===== config.mk =====
export PLATFORM = sky130hd
export DESIGN_NAME = mem_access_ctrl_flat
export DESIGN_NICKNAME = d
export VERILOG_FILES = /design/src/rtl/mem_access_pkg.sv /design/src/rtl/mem_access_ctrl_if.sv /design/src/rtl/mem_access_ctrl.sv /design/src/flat_wrapper.sv
export SDC_FILE = /design/constraint.sdc
export NUM_CORES = 1
export LEC_CHECK = 0
export ABC_CLOCK_PERIOD_IN_PS = 1250
export BUFFER_PORTS_ARGS = -buffer_cell sky130_fd_sc_hd__buf_2
export CORE_MARGIN = 8
export CORE_UTILIZATION = 40
export CTS_CLUSTER_SIZE = 14
export DETAILED_ROUTE_END_ITERATION = 10
export PLACE_DENSITY = 0.75
export SETUP_SLACK_MARGIN = 0.05
export SLEW_MARGIN = 40
export SYNTH_ARGS = -nofsm -noshare
export SYNTH_HDL_FRONTEND = slang
export SYNTH_SLANG_ARGS = --single-unit

===== constraint.sdc =====
create_clock -name clk -period 1.25 [get_ports clk]
set_input_delay 0.25 -clock clk [delete_from_list [all_inputs] [get_ports clk]]
set_output_delay 0.25 -clock clk [all_outputs]
set_load 0.03 [all_outputs]

===== src/rtl/mem_access_pkg.sv =====
// rtl/mem_access_pkg.sv - state encoding and default widths for mem_access_ctrl
// Write forwarding is built in when MEM_ACCESS_CTRL_WR_FWD_EN is defined.
package mem_access_pkg;

  localparam int DEF_ADDR_W = 9;
  localparam int DEF_DATA_W = 32;

  localparam logic [2:0] ST_IDLE  = 3'd0;
  localparam logic [2:0] ST_ISSUE = 3'd1;
  localparam logic [2:0] ST_WAIT  = 3'd2;
  localparam logic [2:0] ST_CAPT  = 3'd3;
  localparam logic [2:0] ST_ERR   = 3'd4;

  typedef enum logic [2:0] {
    IDLE  = ST_IDLE,
    ISSUE = ST_ISSUE,
    WAIT  = ST_WAIT,
    CAPT  = ST_CAPT,
    ERR   = ST_ERR
  } state_e;

endpackage


===== src/rtl/mem_access_ctrl_if.sv =====
// rtl/mem_access_ctrl_if.sv - RAM-side strobe/address/data bus of mem_access_ctrl
interface mem_access_ctrl_if #(
  parameter int ADDR_W = mem_access_pkg::DEF_ADDR_W,
  parameter int DATA_W = mem_access_pkg::DEF_DATA_W
) ();

  logic              mem_read;
  logic              mem_write;
  logic [ADDR_W-1:0] mem_addr;
  logic [DATA_W-1:0] mem_wdata;
  logic [DATA_W-1:0] mem_rdata;

  modport master (
    output mem_read, mem_write, mem_addr, mem_wdata,
    input  mem_rdata
  );

  modport slave (
    input  mem_read, mem_write, mem_addr, mem_wdata,
    output mem_rdata
  );

endinterface


===== src/rtl/mem_access_ctrl.sv =====
// rtl/mem_access_ctrl.sv - single-word RAM access controller between MAR/MDR and a sync RAM
// Optional last-write forwarding: define MEM_ACCESS_CTRL_WR_FWD_EN.
module mem_access_ctrl
  import mem_access_pkg::*;
#(
  parameter int ADDR_W      = DEF_ADDR_W,
  parameter int DATA_W      = DEF_DATA_W,
  parameter int WAIT_STATES = 0
) (
  input  logic              clk,
  input  logic              clear,
  input  logic              req,
  input  logic              we,
  input  logic [31:0]       mar_in,
  input  logic [DATA_W-1:0] mdr_in,
  output logic              ready,
  output logic              done,
  output logic [DATA_W-1:0] mdr_out,
  output logic              addr_err,
  mem_access_ctrl_if.master mem
);

  state_e            state_q, state_d;
  logic              we_q, we_d;
  logic [ADDR_W-1:0] addr_q, addr_d;
  logic [DATA_W-1:0] wdata_q, wdata_d;
  logic              rd_q, rd_d;
  logic              wr_q, wr_d;
  logic              done_q, done_d;
  logic              err_q, err_d;
  logic [DATA_W-1:0] mdr_q, mdr_d;
  logic [3:0]        cnt_q, cnt_d;

  logic hi_bad;
  logic fwd_hit;

  assign hi_bad = |mar_in[31:ADDR_W];

`ifdef MEM_ACCESS_CTRL_WR_FWD_EN
  logic              fv_q, fv_d;
  logic [ADDR_W-1:0] fa_q, fa_d;
  logic [DATA_W-1:0] fdat_q, fdat_d;
  logic              hit_q, hit_d;

  assign fwd_hit = !we && fv_q && (fa_q == mar_in[ADDR_W-1:0]);
`else
  assign fwd_hit = 1'b0;
`endif

  always_comb begin
    state_d = state_q;
    we_d    = we_q;
    addr_d  = addr_q;
    wdata_d = wdata_q;
    rd_d    = 1'b0;
    wr_d    = 1'b0;
    done_d  = 1'b0;
    err_d   = 1'b0;
    mdr_d   = mdr_q;
    cnt_d   = cnt_q;
`ifdef MEM_ACCESS_CTRL_WR_FWD_EN
    fv_d    = fv_q;
    fa_d    = fa_q;
    fdat_d  = fdat_q;
    hit_d   = hit_q;
`endif
    unique case (state_q)
      IDLE: begin
        if (req) begin
          we_d    = we;
          addr_d  = mar_in[ADDR_W-1:0];
          wdata_d = mdr_in;
          if (hi_bad) begin
            state_d = ERR;
          end else if (fwd_hit) begin
            state_d = CAPT;
          end else begin
            state_d = ISSUE;
            rd_d    = !we;
            wr_d    = we;
          end
`ifdef MEM_ACCESS_CTRL_WR_FWD_EN
          hit_d = fwd_hit && !hi_bad;
          if (we && !hi_bad) begin
            fv_d   = 1'b1;
            fa_d   = mar_in[ADDR_W-1:0];
            fdat_d = mdr_in;
          end
`endif
        end
      end
      ISSUE: begin
        if (WAIT_STATES > 0) begin
          state_d = WAIT;
          cnt_d   = 4'(WAIT_STATES - 1);
        end else begin
          state_d = CAPT;
        end
      end
      WAIT: begin
        if (cnt_q == 4'd0) state_d = CAPT;
        else               cnt_d   = cnt_q - 4'd1;
      end
      CAPT: begin
        // RAM data_out is valid here: it was read on the edge that closed ISSUE.
        if (!we_q) begin
`ifdef MEM_ACCESS_CTRL_WR_FWD_EN
          mdr_d = hit_q ? fdat_q : mem.mem_rdata;
`else
          mdr_d = mem.mem_rdata;
`endif
        end
        done_d  = 1'b1;
        state_d = IDLE;
      end
      ERR: begin
        done_d  = 1'b1;
        err_d   = 1'b1;
        state_d = IDLE;
      end
      default: state_d = IDLE;
    endcase
  end

  always_ff @(posedge clk) begin
    if (!clear) begin
      state_q <= IDLE;
      we_q    <= 1'b0;
      addr_q  <= '0;
      wdata_q <= '0;
      rd_q    <= 1'b0;
      wr_q    <= 1'b0;
      done_q  <= 1'b0;
      err_q   <= 1'b0;
      mdr_q   <= '0;
      cnt_q   <= 4'd0;
`ifdef MEM_ACCESS_CTRL_WR_FWD_EN
      fv_q    <= 1'b0;
      fa_q    <= '0;
      fdat_q  <= '0;
      hit_q   <= 1'b0;
`endif
    end else begin
      state_q <= state_d;
      we_q    <= we_d;
      addr_q  <= addr_d;
      wdata_q <= wdata_d;
      rd_q    <= rd_d;
      wr_q    <= wr_d;
      done_q  <= done_d;
      err_q   <= err_d;
      mdr_q   <= mdr_d;
      cnt_q   <= cnt_d;
`ifdef MEM_ACCESS_CTRL_WR_FWD_EN
      fv_q    <= fv_d;
      fa_q    <= fa_d;
      fdat_q  <= fdat_d;
      hit_q   <= hit_d;
`endif
    end
  end

  assign ready         = (state_q == IDLE);
  assign done          = done_q;
  assign addr_err      = err_q;
  assign mdr_out       = mdr_q;
  assign mem.mem_read  = rd_q;
  assign mem.mem_write = wr_q;
  assign mem.mem_addr  = addr_q;
  assign mem.mem_wdata = wdata_q;

endmodule

===== src/flat_wrapper.sv =====
// flat-port wrapper written by rule: the top's interface ports become plain ports
module mem_access_ctrl_flat import mem_access_pkg::*;
#(
  parameter int ADDR_W      = DEF_ADDR_W,
  parameter int DATA_W      = DEF_DATA_W,
  parameter int WAIT_STATES = 0
)
  (clk, clear, req, we, mar_in, mdr_in, ready, done, mdr_out, addr_err, mem_mem_read, mem_mem_write, mem_mem_addr, mem_mem_wdata, mem_mem_rdata);
  mem_access_ctrl_if #(.ADDR_W(ADDR_W), .DATA_W(DATA_W)) mem_i ();
  input  logic clk;
  input  logic clear;
  input  logic req;
  input  logic we;
  input  logic [31:0] mar_in;
  input  logic [DATA_W-1:0] mdr_in;
  output logic ready;
  output logic done;
  output logic [DATA_W-1:0] mdr_out;
  output logic addr_err;
  output wire logic [$bits(mem_i.mem_read)-1:0] mem_mem_read;
  output wire logic [$bits(mem_i.mem_write)-1:0] mem_mem_write;
  output wire logic [$bits(mem_i.mem_addr)-1:0] mem_mem_addr;
  output wire logic [$bits(mem_i.mem_wdata)-1:0] mem_mem_wdata;
  input wire logic [$bits(mem_i.mem_rdata)-1:0] mem_mem_rdata;
  assign mem_mem_read = mem_i.mem_read;
  assign mem_mem_write = mem_i.mem_write;
  assign mem_mem_addr = mem_i.mem_addr;
  assign mem_mem_wdata = mem_i.mem_wdata;
  assign mem_i.mem_rdata = mem_mem_rdata;
  mem_access_ctrl #(.ADDR_W(ADDR_W), .DATA_W(DATA_W), .WAIT_STATES(WAIT_STATES)) u_core (.clk(clk), .clear(clear), .req(req), .we(we), .mar_in(mar_in), .mdr_in(mdr_in), .ready(ready), .done(done), .mdr_out(mdr_out), .addr_err(addr_err), .mem(mem_i));
endmodule

==> results_tabular.tex, run 1 <==
\begin{tabular}{lr}
\hline
Metric & Value \\
\hline
\multicolumn{2}{l}{\textbf{Worst setup path}} \\
Crit path launch type & flop \\
Required arrival time at the worst endpoint & 1.51 ns \\
Worst setup path class & reg -> reg \\
Category of the worst setup path capture point & flop \\
Largest driver fanout on the critical path & 7 \\
Arrival time at the worst endpoint & 1.63 ns \\
\multicolumn{2}{l}{\textbf{Timing}} \\
Worst slew margin relative to its limit & 72.9\% \\
Highest clock rate & 728 MHz \\
Post-Route Hold Slack & 0.125 ns \\
Number of slew-limit violations in the final report & 0 \\
Transition time at the pin with the least slew margin & 0.402 ns \\
Final cycle utilization of the critical path & 110\% \\
Clock Skews & 0.0137 ns \\
Unrepaired setup endpoints after global routing & true \\
Final setup violating endpoints & 80 \\
Final period demand of the worst path & 1.37 ns \\
Final count of hold timing violations & 0 \\
Final WS setup & -0.123 ns \\
\multicolumn{2}{l}{\textbf{Synthesis}} \\
Cell accounting for the most synthesized area & dfxtp\_1 \\
Post-synthesis sequential element count & 85 \\
Area share of the leading cell type in the synthesized netlist & 52.6\% \\
Mean area per synthesized cell & 8.51 um\^{}2 \\
Synth warnings & 0 \\
Share of the yosys chip area belonging to registers & 52.6\% \\
Number of cells produced by synthesis & 380 \\
Synth cell types & 28 \\
Largest cells by area after synthesis & dfxtp\_1 (53\%), nand2\_1 (18\%), a21boi\_1 (16\%) \\
Net count after synthesis & 481 \\
Post-synthesis instance area & 3230 um\^{}2 \\
\multicolumn{2}{l}{\textbf{Routing}} \\
DRC viols & 0 \\
Amount of wire on met2 after detailed routing & 5400 um \\
Met3 Routed Length & 1020 um \\
Highest routed metal layer & met4 \\
Router iterations before antenna repair & 4 \\
Average vias per placed instance & 4.81 \\
Detailed-routing wirelength on met1 & 4080 um \\
DRT iter0 DRCs & 77 \\
Total length of routed wires & 10700 um \\
Final ANT Viol Nets & 0 \\
Average wire length per cell after detail routing & 15.6 um \\
Via Count & 3283 \\
\multicolumn{2}{l}{\textbf{Placement}} \\
Final GP Congestion & 0.765 \\
Standard cell area after detailed placement & 4360 um\^{}2 \\
HPWL after DPL & 7380 um \\
Number of buffers added on ports & 177 \\
\multicolumn{2}{l}{\textbf{Clock network}} \\
CTS HTree Levels & 3 \\
CTS Hold Bufs & 0 \\
Clock insertion delay at the later pin of the skew report & 0.33 ns \\
Clk root buf & clkbuf\_8 \\
Buffer levels on the longest clock path & 2 \\
Sink count of the clock tree & 85 \\
Clock tree from TritonCTS & done \\
Clock slew seen by the registers of the worst setup and hold paths & 0.07 ns \\
Cts bufs inserted & 9 \\
\multicolumn{2}{l}{\textbf{Global routing}} \\
Global Route Usage Sum & 17.1\% \\
Global route overflow & 0 \\
Vias in the first global route & 3284 \\
Antenna violations before repair & 0 \\
Pin count of the biggest net entering global routing & 33 \\
First-pass GRT wire length & 15700 um \\
\multicolumn{2}{l}{\textbf{Die}} \\
Area inside the core boundary & 7770 um\^{}2 \\
Floorplan die width & 106 um \\
Number of primary I/O pins & 178 \\
Effective utilization at floorplan & 41.6\% \\
DIE HEIGHT & 106 um \\
Number of placement rows & 32 \\
Die area & 11200 um\^{}2 \\
\multicolumn{2}{l}{\textbf{Finish}} \\
Area growth from synthesis to layout & 62.3\% \\
ANT cells & 0 \\
Final design instance area without fill & 5250 um\^{}2 \\
Proportion of layout cells with a drive suffix above 1 & 49.1\% \\
Count of nets after finishing & 676 \\
\multicolumn{2}{l}{\textbf{Status}} \\
Violations in the final reports & setup timing \\
Outcome & finished with violations \\
\multicolumn{2}{l}{\textbf{Min path}} \\
Path class of the lowest-slack min-delay path & in -> reg \\
\multicolumn{2}{l}{\textbf{Flow run}} \\
Max Cap Viol & 0 \\
\multicolumn{2}{l}{\textbf{Power}} \\
Worst VDD drop & 0.644 mV \\
PwrDens & 1140 nW/um\^{}2 \\
Leakage dissipation & 2.47 nW \\
\hline
\end{tabular}
## registers in the layout, summed over array words and instances (netlist names)
name,cells
u_core.mem.mem_wdata,32
u_core.state_q,3
u_core.cnt_q,4
u_core.we_q,1
u_core.addr_err,1
u_core.mdr_out,32
u_core.mem.mem_write,1
u_core.mem.mem_read,1
u_core.done,1
u_core.mem.mem_addr,9
## layer usage
metal  track usage (%)  up-vias
li1                  -     1627
met1              17.9     1507
met2              30.7      137
met3              6.94       12
met4              4.82        0
met5                 0        -
## cells in the final DEF (no fill, tap or decap), types with 2 or more instances in the layout
master     count
o21ai_0        2
and2_1         4
clkbuf_1       2
clkbuf_16      5
buf_16         4
nand2_4       20
buf_6          4
bufinv_16      2
buf_4          9
nor3_1         2
nor3_4         2
nor3b_2        2
a21boi_1      54
buf_2        175
xnor2_1        3
nor4_1         5
nor2_1         5
dfxtp_4        2
buf_8          2
inv_1          3
dfxtp_1       82
nand2_2        9
nand2_1      124
clkbuf_8      11
buf_12        10
a21boi_2      20
## critical path, cell delays in order (launching register included)
cell and delay [ns]:
dfxtp_4 0.37, nor3_4 0.26, and2_4 0.22, buf_8 0.13, buf_12 0.14, nand2_4 0.05, a21boi_2 0.14
## logic make-up after synthesis
group           Yosys count  synth area share (%)
simple gates            183                  23.5
fa+ha+maj                 1                 0.387
buf+inv                  28                  3.99
flops                    85                  52.6
compound gates           79                  18.4
xor+xnor                  4                  1.08
## cells in the mapped netlist (all sizes together)
| cell type | number |
|---|---|
| a21boi | 75 |
| o311ai | 1 |
| or3 | 1 |
| nor4 | 6 |
| ha | 1 |
| o21ai | 2 |
| buf | 11 |
| o211a | 1 |
| xor2 | 1 |
| nor2 | 5 |
| inv | 3 |
| dfxtp | 85 |
| xnor2 | 3 |
| and3 | 1 |
| and2 | 5 |
| nand2b | 1 |
| nor3b | 2 |
| nor4bb | 1 |
| nor3 | 4 |
| and4 | 1 |
| nand2 | 154 |
| nand4 | 1 |
| nand3 | 1 |
| clkbuf | 14 |
## what timing repair did
item / in CTS / in global routing
setup buffers: 4 / 2
pin swaps: 0 / 48
gates cloned: 5 / 6
setup endpoints to repair: 81 / 83
gates resized for setup: 23 / 79
## layout make-up
class / count / area (um^2)
clock inverters: 3 / 66.3
multi-input cells: 267 / 1720
fillers: 628 / 2520
repair buffers: 209 / 1450
flip-flops and latches: 85 / 1710
well taps: 102 / 128
clock buffers: 13 / 159
inverters: 3 / 11.3
## path summary, 6_finish.rpt
path                                  to  depth (start not counted)              startpoint  slack, ns
setup / recovery  u_core.mem.mem_addr[6]                          6       u_core.state_q[0]      -0.12
hold / removal       u_core.mem.mem_read                          2                      we       0.13
setup reg to reg  u_core.mem.mem_addr[6]                          6       u_core.state_q[0]      -0.12
hold reg to reg   u_core.mem.mem_addr[3]                          2  u_core.mem.mem_addr[3]       0.45
## through the flow
stage / cells / setup TNS, ns / utilization [%] / worst slack, ns / power [W]
finish: 682 / -5.42 / 67.5 / -0.123 / 0.00598
global route: 682 / -9.65 / 67.5 / -0.163 / 0.00623
CTS: 675 / -3.02 / 62.4 / -0.120 / 0.00593
detailed placement: 650 / -4.26 / 56.1 / -0.297 / 0.00363
global placement: 650 / -1.50 / 56.1 / -0.220 / 0.00361
floorplan: 380 / -5.03 / - / -0.108 / 0.00330
## report_power, final
group          switching, W  internal [W]  leakage (nW)
combinational      0.000528      0.000460          1.66
sequential        0.0000485       0.00279         0.694
clock              0.000917       0.00124         0.114
Note: power is estimated with default switching activity, not from simulation.
==> run 2: changes to the inputs <==
Settings changed: ABC_AREA set to 1, CORE_UTILIZATION 40 to 39, PLACE_DENSITY 0.75 to 0.74.
==> run 2 against run 1 <==
Compared with the run above: the flow still finishes with violations (setup timing); cell count grew 3.2%; hold slack gained 0.0049 ns; sequential share of layout area grew 3.5 points; clock-buffer cell count shrank 3; die area shrank 1.8%; sequential cell count is the same; synthesized cell count grew 6.1%; via count grew 0.55%; first-iteration DRC count grew 6.5%; power shrank 3.1%; register-to-register slack gained 0.08 ns.
==> results_tabular.tex, run 2 <==
\begin{tabular}{lr}
\hline
Metric & Value \\
\hline
\multicolumn{2}{l}{\textbf{Status}} \\
Outcome & finished with violations \\
Violations in the final reports & setup timing \\
\multicolumn{2}{l}{\textbf{Synthesis}} \\
Cell accounting for the most synthesized area & dfxtp\_1 \\
Mean area per synthesized cell & 7.65 um\^{}2 (-10\%) \\
Post-synthesis instance area & 3080 um\^{}2 (-4.6\%) \\
Share of the yosys chip area belonging to registers & 55.2\% (+2.5 points) \\
Cell types with the highest counts after synthesis & nand2\_1 (99), dfxtp\_1 (85), nor2\_1 (85) \\
Number of enable flip-flop cells after synthesis & 0 (unchanged) \\
Synth cell types & 21 (-25\%) \\
Largest cells by area after synthesis & dfxtp\_1 (55\%), nand2\_1 (12\%), nor2\_1 (10\%) \\
Number of cells produced by synthesis & 403 (+6.1\%) \\
Share of synthesized flip-flops with an asynchronous set or reset & 0\% (unchanged) \\
Post-synthesis sequential element count & 85 (unchanged) \\
Synth warnings & 0 (unchanged) \\
Leading cell type by number of instances after synthesis & nand2\_1 \\
Area share of the leading cell type in the synthesized netlist & 55.2\% (+2.5 points) \\
Net count after synthesis & 504 (+4.8\%) \\
Most used DFF post-synth & dfxtp\_1 \\
\multicolumn{2}{l}{\textbf{Die}} \\
DIE HEIGHT & 105 um (-0.92\%) \\
Number of placement rows & 32 (unchanged) \\
Floorplan die width & 105 um (-0.92\%) \\
Die area & 11000 um\^{}2 (-1.8\%) \\
Number of primary I/O pins & 178 (unchanged) \\
Area inside the core boundary & 7690 um\^{}2 (-1.0\%) \\
Effective utilization at floorplan & 40.1\% (-1.5 points) \\
\multicolumn{2}{l}{\textbf{Timing}} \\
Highest clock rate & 723 MHz (-0.69\%) \\
Final count of hold timing violations & 0 (unchanged) \\
Final WS setup & -0.132 ns (-0.00957 ns) \\
Number of slew-limit violations in the final report & 0 (unchanged) \\
Final cycle utilization of the critical path & 111\% (+0.77 points) \\
Final setup violating endpoints & 35 (-56\%) \\
Worst slew margin relative to its limit & 80.4\% (+7.5 points) \\
Transition time at the pin with the least slew margin & 0.293 ns (-0.109 ns) \\
Final total negative setup slack & -0.764 ns (+4.66 ns) \\
Clock Skews & 0.0111 ns (-0.00256 ns) \\
Final period demand of the worst path & 1.38 ns (+0.00957 ns) \\
Unrepaired setup endpoints after global routing & true \\
\multicolumn{2}{l}{\textbf{Worst setup path}} \\
Required arrival time at the worst endpoint & 1.00 ns (-0.51 ns) \\
Largest driver fanout on the critical path & 3 (-4) \\
R2r worst-path depth & 8 (+2) \\
Crit path launch type & flop \\
Arrival time at the worst endpoint & 1.13 ns (-0.50 ns) \\
Category of the worst setup path capture point & output port \\
Worst setup path class & reg -> out \\
\multicolumn{2}{l}{\textbf{Routing}} \\
DRT iter0 DRCs & 82 (+6.5\%) \\
Via Count & 3301 (+0.55\%) \\
Final ANT Viol Nets & 0 (unchanged) \\
DRC viols & 0 (unchanged) \\
Average vias per placed instance & 4.69 (-2.6\%) \\
Total length of routed wires & 10100 um (-5.2\%) \\
Average wire length per cell after detail routing & 14.4 um (-8.1\%) \\
Router iterations before antenna repair & 4 (unchanged) \\
\multicolumn{2}{l}{\textbf{Finish}} \\
Layout filler cell count & 722 (+15\%) \\
Most common library cell in the layout ignoring fill and taps & buf\_2 \\
Commonest cells after routing, fill and taps aside & buf\_2 (175), nand2\_1 (94), nor2\_1 (85) \\
ANT cells & 0 (unchanged) \\
Area growth from synthesis to layout & 53.4\% \\
Count of nets after finishing & 699 (+3.4\%) \\
Proportion of layout cells with a drive suffix above 1 & 42.0\% (-7.1 points) \\
Post-layout instance count excluding filler cells & 704 (+3.2\%) \\
\multicolumn{2}{l}{\textbf{Clock network}} \\
Clock insertion delay at the later pin of the skew report & 0.34 ns (about the same) \\
Buffer levels on the longest clock path & 2 (unchanged) \\
Clock slew seen by the registers of the worst setup and hold paths & 0.09 ns (+0.02 ns) \\
Clk root buf & clkbuf\_8 \\
CTS HTree Levels & 3 (unchanged) \\
Clock tree from TritonCTS & done \\
CTS Hold Bufs & 0 (unchanged) \\
Cts bufs inserted & 9 (unchanged) \\
Sink count of the clock tree & 85 (unchanged) \\
\multicolumn{2}{l}{\textbf{Min path}} \\
Cell count of the worst hold path & 3 (+1) \\
Path class of the lowest-slack min-delay path & in -> reg \\
\multicolumn{2}{l}{\textbf{Global routing}} \\
Antenna violations before repair & 0 (unchanged) \\
Global route overflow & 0 (unchanged) \\
Vias in the first global route & 3275 (-0.27\%) \\
Pin count of the biggest net entering global routing & 51 (+55\%) \\
Global Route Usage Sum & 16.5\% (-0.59 points) \\
First-pass GRT wire length & 15300 um (-2.4\%) \\
\multicolumn{2}{l}{\textbf{Placement}} \\
HPWL after DPL & 6750 um (-8.6\%) \\
Placed cells & 670 (+3.1\%) \\
Number of buffers added on ports & 177 (unchanged) \\
Post-placement setup slack & -0.0736 ns (+0.224 ns) \\
Final GP Congestion & 0.745 (-2.6\%) \\
\multicolumn{2}{l}{\textbf{Power}} \\
Net load switching power & 0.00150 W (+0.70\%) \\
Fraction of power consumed by the clock network & 37.1\% (+1.0 points) \\
PwrDens & 1230 nW/um\^{}2 (+7.5\%) \\
Leakage dissipation & 2.40 nW (-3.0\%) \\
Worst VDD drop & 0.583 mV (-9.5\%) \\
Int Power & 0.00430 W (-4.3\%) \\
Combinational cell fraction of total power & 14.0\% (-2.5 points) \\
Post-layout power & 0.00580 W (-3.1\%) \\
Fraction of power consumed by sequential logic & 48.9\% (+1.5 points) \\
Net Sw Frac & 25.9\% (+0.97 points) \\
\multicolumn{2}{l}{\textbf{Flow run}} \\
Max Cap Viol & 0 (unchanged) \\
\hline
\end{tabular}
-- run 2: path summary, 6_finish.rpt --
check	endpoint	from	slack [ns]
setup / recovery	ready	u_core.state_q[1]	-0.13
hold / removal	u_core.mdr_out[19]	mem_mem_rdata[19]	0.13
setup reg to reg	u_core.mem.mem_wdata[24]	u_core.state_q[1]	-0.04
hold reg to reg	u_core.mem.mem_addr[0]	u_core.mem.mem_addr[0]	0.46
-- run 2: cells by family (layout without fill, tap and decap cells) --
| group | count (synthesis) | after routing | synth area share [%] |
|---|---|---|---|
| and+or+nand+nor | 197 | 199 | 25.1 |
| DFF | 85 | 85 | 55.2 |
| AOI/OAI and AO/OA | 83 | 83 | 13.6 |
| buffers and inverters | 37 | 234 | 5.72 |
| adders and majority gates | 1 | 1 | 0.406 |
-- run 2: metal layers --
metal	global-route usage (%)	share of wire (%)
met2	27.6	49
met4	5.61	1.4
met3	7.43	9.5
met5	0	0
met1	18.1	40
-- run 2: timing repair --
action	CTS	global route
resized for setup	16	52
gates cloned	3	9
pin swaps	2	4
buffers inserted	2	5
setup endpoints to repair	81	80
-- run 2: critical path, cell delays in order, from the launching register on --
cell and delay, ns:
dfxtp_2 0.34, inv_2 0.07, nand2_2 0.08, nor2_4 0.14
buf_6 0.16
-- run 2: power by group through the flow --
stage,sequential [W],clock [W],combinational [W]
floorplan,0.00306,0,0.000228
global placement,0.00289,0,0.000662
detailed placement,0.00290,0,0.000670
CTS,0.00283,0.00221,0.000692
global route,0.00285,0.00233,0.000879
finish,0.00284,0.00215,0.000814
-- run 2: layout make-up --
type	count	area [um^2]	share of cell area, %
sequential	85	1710	36.1
multi-input combinational	283	1340	28.4
timing repair buffer	199	1200	25.3
clock buffer	10	138	2.91
tap	102	128	2.70
clock inverter	5	83.8	1.77
inverter	15	76.3	1.61
timing repair inverter	5	58.8	1.24
-- run 2: through the flow --
step                utilization, %  hold WS (ns)  cell area, um^2
CTS                           57.2         0.111             4390
floorplan                        -         0.385             3110
global route                  61.6         0.116             4730
detailed placement            53.0         0.452             4070
global placement              53.0         0.449             4070
finish                        61.6         0.130             4730
